[config.mk]
export PLATFORM = sky130hd
export DESIGN_NAME = memory_stage
export DESIGN_NICKNAME = d
export VERILOG_FILES = /design/src/rtl/memory_stage.sv
export SDC_FILE = /design/constraint.sdc
export NUM_CORES = 1
export LEC_CHECK = 0
export BUFFER_PORTS_ARGS = -buffer_cell sky130_fd_sc_hd__buf_2
export CORE_ASPECT_RATIO = 1.4
export CORE_MARGIN = 2
export CORE_UTILIZATION = 47
export DETAILED_ROUTE_END_ITERATION = 6
export GPL_TIMING_DRIVEN = 1
export PLACE_DENSITY = 0.8
export SYNTH_ARGS = -nofsm -noshare
export SYNTH_HDL_FRONTEND = slang
export SYNTH_SLANG_ARGS = --single-unit
[constraint.sdc]
create_clock -name clk -period 5.32 [get_ports clk]
set_input_delay 1.33 -clock clk [delete_from_list [all_inputs] [get_ports clk]]
set_output_delay 1.33 -clock clk [all_outputs]
set_load 0.01 [all_outputs]
[src/rtl/memory_stage.sv]
// MIPS MEM stage: ALU results pass through; lw/sw run a req/ack data-memory access. Optional abort via MEM_TIMEOUT_EN.
// Latency: 1 cycle for non-memory ops; 2 cycles plus 1 per extra no-ack cycle for lw/sw.
// Backpressure: stall is high throughout WAIT, so upstream holds XM_* until the access finishes.
module memory_stage #(
    parameter int TIMEOUT_CYCLES = 16
) (
    input  logic        clk,
    input  logic        rst,
    input  logic        XM_valid,
    input  logic [31:0] XM_ALUout,
    input  logic [31:0] XM_B,
    input  logic [4:0]  XM_RD,
    input  logic        XM_lwFlag,
    input  logic        XM_swFlag,
    input  logic [2:0]  XM_compareFlag,
    output logic        stall,
    output logic        mem_req,
    output logic        mem_we,
    output logic [31:0] mem_addr,
    output logic [31:0] mem_wdata,
    input  logic [31:0] mem_rdata,
    input  logic        mem_ack,
    output logic        MW_valid,
    output logic        MW_wen,
    output logic [4:0]  MW_RD,
    output logic [31:0] MW_data,
    output logic        mem_err
);
    typedef enum logic {IDLE = 1'b0, WAIT = 1'b1} state_t;

    state_t      state, state_nxt;
    logic [4:0]  pend_rd, pend_rd_nxt;
    logic        mem_req_nxt, mem_we_nxt;
    logic [31:0] mem_addr_nxt, mem_wdata_nxt;
    logic        MW_valid_nxt, MW_wen_nxt;
    logic [4:0]  MW_RD_nxt;
    logic [31:0] MW_data_nxt;
    logic        is_mem_op;

    if (TIMEOUT_CYCLES < 1 || TIMEOUT_CYCLES > 255) begin : g_bad_timeout
        $error("memory_stage: TIMEOUT_CYCLES must be in 1..255");
    end

`ifdef MEM_TIMEOUT_EN
    localparam logic [7:0] TIMEOUT_LAST = 8'(TIMEOUT_CYCLES - 1);
    logic [7:0] to_cnt, to_cnt_nxt;
    logic       mem_err_nxt;
`endif

    assign is_mem_op = XM_lwFlag | XM_swFlag;
    // Pure decode of the state flop, so stall never has a combinational input path.
    assign stall     = (state == WAIT);

    always_comb begin
        state_nxt     = state;
        pend_rd_nxt   = pend_rd;
        mem_req_nxt   = mem_req;
        mem_we_nxt    = mem_we;
        mem_addr_nxt  = mem_addr;
        mem_wdata_nxt = mem_wdata;
        MW_valid_nxt  = 1'b0;
        MW_wen_nxt    = 1'b0;
        MW_RD_nxt     = MW_RD;
        MW_data_nxt   = MW_data;
`ifdef MEM_TIMEOUT_EN
        to_cnt_nxt    = to_cnt;
        mem_err_nxt   = mem_err;
`endif
        case (state)
            IDLE: begin
                if (XM_valid) begin
                    if (is_mem_op) begin
                        mem_addr_nxt  = {XM_ALUout[31:2], 2'b00};
                        mem_wdata_nxt = XM_B;
                        mem_we_nxt    = XM_swFlag;
                        pend_rd_nxt   = XM_RD;
                        mem_req_nxt   = 1'b1;
                        state_nxt     = WAIT;
`ifdef MEM_TIMEOUT_EN
                        to_cnt_nxt    = 8'd0;
`endif
                    end else begin
                        MW_valid_nxt = 1'b1;
                        MW_RD_nxt    = XM_RD;
                        MW_data_nxt  = XM_ALUout;
                        MW_wen_nxt   = (XM_RD != 5'd0) && (XM_compareFlag != 3'd1);
                    end
                end
            end
            WAIT: begin
                if (mem_ack) begin
                    mem_req_nxt  = 1'b0;
                    state_nxt    = IDLE;
                    MW_valid_nxt = 1'b1;
                    MW_RD_nxt    = pend_rd;
                    if (mem_we) begin
                        MW_data_nxt = mem_addr;
                    end else begin
                        MW_data_nxt = mem_rdata;
                        MW_wen_nxt  = (pend_rd != 5'd0);
                    end
                end
`ifdef MEM_TIMEOUT_EN
                // Ack is tested first, so an ack on the timeout edge still completes normally.
                else if (to_cnt == TIMEOUT_LAST) begin
                    mem_req_nxt  = 1'b0;
                    state_nxt    = IDLE;
                    MW_valid_nxt = 1'b1;
                    MW_RD_nxt    = pend_rd;
                    mem_err_nxt  = 1'b1;
                end else begin
                    to_cnt_nxt = to_cnt + 8'd1;
                end
`endif
            end
            default: state_nxt = IDLE;
        endcase
    end

    always_ff @(posedge clk or posedge rst) begin
        if (rst) begin
            state     <= IDLE;
            pend_rd   <= '0;
            mem_req   <= 1'b0;
            mem_we    <= 1'b0;
            mem_addr  <= '0;
            mem_wdata <= '0;
            MW_valid  <= 1'b0;
            MW_wen    <= 1'b0;
            MW_RD     <= '0;
            MW_data   <= '0;
        end else begin
            state     <= state_nxt;
            pend_rd   <= pend_rd_nxt;
            mem_req   <= mem_req_nxt;
            mem_we    <= mem_we_nxt;
            mem_addr  <= mem_addr_nxt;
            mem_wdata <= mem_wdata_nxt;
            MW_valid  <= MW_valid_nxt;
            MW_wen    <= MW_wen_nxt;
            MW_RD     <= MW_RD_nxt;
            MW_data   <= MW_data_nxt;
        end
    end

`ifdef MEM_TIMEOUT_EN
    always_ff @(posedge clk or posedge rst) begin
        if (rst) begin
            to_cnt  <= 8'd0;
            mem_err <= 1'b0;
        end else begin
            to_cnt  <= to_cnt_nxt;
            mem_err <= mem_err_nxt;
        end
    end
`else
    assign mem_err = 1'b0;
`endif
endmodule

* After elaboration in Yosys (flattened, before gate mapping)
Cells that the tools add are included.
** Storage, ports and cells
- Register bits :: 109
- Input bits :: 110
- Logic and storage cells :: 49
** Operators by class
- Equal/unequal tests :: 5
- Mux-type cells :: 26
- Bitwise gates (word level) :: 2
- Reductions and logical operators :: 6
** Operators by type and width (count)
- 32-bit two-way mux :: 4
- 32-bit case mux with 2 select lines :: 1
- 5-bit two-way mux :: 3
- 1-bit two-way mux :: 13
- 5-bit case mux with 2 select lines :: 1
- 5-bit nonzero test :: 2
- 3-bit AND reduction :: 3
- 2-bit != test, second input constant :: 4
- 1-bit case mux with 2 select lines :: 4
- 3-bit by 1-bit != test with 1-bit output, second input constant :: 1
- 1-bit logical AND :: 1
- 1-bit inverter :: 1
- 1-bit bitwise OR :: 1

* Longest topological paths before layout
- Depth in word-level cells :: 5
- Gate-level depth with buffers :: 6
- Mapped depth without buffers :: 3

* Worst setup path before layout
Ideal clock, no wire load.
- Path kind :: input -> register
- Start point :: input XM_valid
- End point :: register mem_addr[20]
- Data arrival time :: 2410 ps
- Slack :: 2785 ps
- Cell stages on the path :: 6
- Path buffers :: 3
- Cells stage by stage :: nor2b_1 -> o21a_1 -> buf_2 -> buf_4 -> buf_4 -> mux2_2
** Between the ends
- Word-level cells in the longest chain between the ends :: 1
** RTL lines
- from (decl) :: line 9 : input logic XM_valid,
- 3-bit AND reduction (no line)
- to (signal assigned) :: line 137 : mem_addr <= mem_addr_nxt;
- to (decl) :: line 19 : output logic [31:0] mem_addr,
Every way passes these cells.
A chain may end at the register's enable or synchronous reset.

* Worst setup path after layout
- Start point :: input XM_valid
- End point :: register mem_addr[22]
Same word-level chain as after synthesis.

==> flow_metrics.env <==
export IMPL_worstPathRequired_ns=5.54
export IMPL_cts_hold_buf=0
export IMPL_layout_cells_non_filler=678
export IMPL_synth_distinct_cells=25
export IMPL_final_common_cell="buf_2"
export IMPL_ys_seq_elements=109
export IMPL_synthCells=339
export IMPL_core_area_um2=9510
export IMPL_use_met2=0.373
export IMPL_regToRegSetupSlack_ns=2.61
export IMPL_rsz0062_at_grt="no"
export IMPL_cts_sinks=109
export IMPL_antenna_found_initial=0
export IMPL_endpoint_kind="flop"
export IMPL_dieArea_um2=10700
export IMPL_cp_top_family="compound AO/OA/AOI/OAI gates"
export IMPL_cts_buffers=9
export IMPL_grtUsageMet1=0.257
export IMPL_cts_tree="done"
export IMPL_grt_overflow=0
export IMPL_clk_pin_slew_worst_paths_ns=0.07
export IMPL_grt_max_degree=63
export IMPL_cts_setup_buffers=0
export IMPL_avgSynthCellArea_um2=13.7
export IMPL_wire_per_inst_um=16.8
export IMPL_grt_pass1_wl_mm=18.2
export IMPL_place_inst=662
export IMPL_chipHeight_um=122
export IMPL_vdd_drop_max_uv=258
export IMPL_setup_viol_count_final=0
export IMPL_syn_area_um2=4640
export IMPL_period_share=0.581
export IMPL_max_stage_delay_ns=0.67
export IMPL_wl_mm=11.4
export IMPL_crit_fanout=38
export IMPL_use_met3=0.0617
export IMPL_tightest_slew_ns=1.06
export IMPL_start_util=0.488
export IMPL_final_core_utilization=0.636
export IMPL_io_pins=217
export IMPL_critPathKind="in -> reg"
export IMPL_h_tree_depth=3
export IMPL_std_cell_rows=42
export IMPL_worst_path_buf_inv=2
export IMPL_switchingPower_uw=834
export IMPL_seqCellArea_um2=2730
export IMPL_crit_arrival_ns=3.31
export IMPL_drtAntennaViolNets=0
export IMPL_gr_max_usage_layer="met2"
export IMPL_drtPass1Iterations=4
export IMPL_die_x_um=88.0
export IMPL_post_route_drc_count=0
export IMPL_grt_pass1_vias=3777
export IMPL_cts_root_buf="clkbuf_16"
export IMPL_final_layout_size_suffix_gt1_frac=0.555
export IMPL_area_growth_syn_to_layout_pct=30.3
export IMPL_yosysWarnings=0
export IMPL_finalSetupTns_ns=0
export IMPL_slowest_stage="o21a_2"
export IMPL_grt_use_total=0.220
export IMPL_hpwl_mm=8.26
export IMPL_switching_share=0.319
export IMPL_final_nets=651
export IMPL_drt_iter0_drc=129
export IMPL_seq_area_frac_synth=0.588
export IMPL_maxCapViolations=0
export IMPL_path_cells="buf_2 > nor2b_1 > o21a_2 > buf_4 > mux2_2"
export IMPL_most_common_layout_cells="buf_2 (213), dfrtp_1 (108), mux2_2 (65)"
export IMPL_viasPerCell=5.22
export IMPL_start_kind="input port"
export IMPL_p_int_mw=1.78
export IMPL_relSlewSlack=0.289
export IMPL_finalHoldViolations=0
export IMPL_leakagePower_nw=3.03
export IMPL_clock_power_share=0.239
export IMPL_io_buffers=213
export IMPL_multiInputGateArea_um2=1770
export IMPL_fin_crit_ns=3.09
export IMPL_diodes=0
export IMPL_fin_hold_ws_ns=0.483
export IMPL_comb_power_share=0.292
export IMPL_insertion_delay_ns=0.34
export IMPL_cts_buffer_depth=2
export IMPL_cts_resized_gates=0
export IMPL_dr_total_vias=3539
export IMPL_power_density_nw_per_um2=432
export IMPL_fmax_ghz=0.324
export IMPL_run_status="complete, no violations"
export IMPL_gp_congestion=0.765
export IMPL_min_path_type="reg -> reg"
export IMPL_seqPwrFrac=0.469
export IMPL_clock_skew_ns=0.00923
export IMPL_slew_viol_final=0
export IMPL_fillers=755
-- per-layer routing --
layer,vias to the layer above,share of wire
li1,1627,-
met1,1735,0.38
met2,153,0.51
met3,24,0.077
met4,0,0.026
met5,-,0
-- final cells by class --
class	instances	area share
flip-flops and latches	109	0.451
multi-input cells	201	0.292
repair buffers	217	0.181
clock buffers	10	0.0379
well taps	132	0.0273
clock inverters	6	0.00766
inverters	3	0.00228
-- logic make-up after synthesis --
group,share of synthesized area
other,0.000808
DFF,0.588
and+or+nand+nor,0.0523
AOI/OAI and AO/OA,0.0852
muxes,0.238
buffers and inverters,0.0356
-- final timing paths --
| path | startpoint | cells after the start | to |
|---|---|---|---|
| min in group asynchronous | rst | 2 | mem_wdata[22] |
| max | XM_valid | 5 | mem_addr[22] |
| min reg2reg | mem_req | 1 | mem_req |
| min | mem_req | 1 | mem_req |
| max in group asynchronous | rst | 3 | MW_data[10] |
| max reg2reg | stall | 4 | mem_addr[22] |
-- per-stage QoR --
| stage | total power, mW | setup WS (ns) | instance area [um2] |
|---|---|---|---|
| floorplan | 1.66 | 1.12 | 4650 |
| global placement | 1.98 | 1.97 | 5770 |
| detailed placement | 2.01 | 1.87 | 5770 |
| CTS | 2.64 | 2.24 | 6050 |
| global route | 2.76 | 2.06 | 6050 |
| finish | 2.61 | 2.23 | 6050 |
-- state kept, by name (all words and copies together), names as in the netlist --
name / cells
mem_req: 1
MW_wen: 1
mem_wdata: 32
MW_RD: 5
mem_we: 1
pend_rd: 5
stall: 1
MW_data: 32
mem_addr: 30
MW_valid: 1
-- cell usage after synthesis (all sizes together) --
cell,number,area share
a21o,2,0.0032
a21oi,3,0.0032
a221o,30,0.065
a22o,1,0.0019
buf,19,0.026
clkbuf,9,0.0073
conb,1,0.00081
dfrtp,109,0.59
inv,3,0.0024
mux2,67,0.16
mux2i,35,0.076
nand2,2,0.0016
nand2b,1,0.0013
nand3,7,0.0076
nor2,32,0.026
nor2b,4,0.0054
nor4b,1,0.0051
o21a,1,0.0016
o21ai,8,0.0086
o32ai,1,0.0019
or4,2,0.0032
or4b,1,0.0022
-- power by group through the flow --
stage | registers (mW) | logic (mW) | clock network [mW]
floorplan | 1.29 | 0.365 | 0
global placement | 1.23 | 0.751 | 0
detailed placement | 1.24 | 0.773 | 0
CTS | 1.23 | 0.775 | 0.637
global route | 1.26 | 0.833 | 0.669
finish | 1.22 | 0.762 | 0.624
No activity file was read; power rests on OpenSTA's default activity.
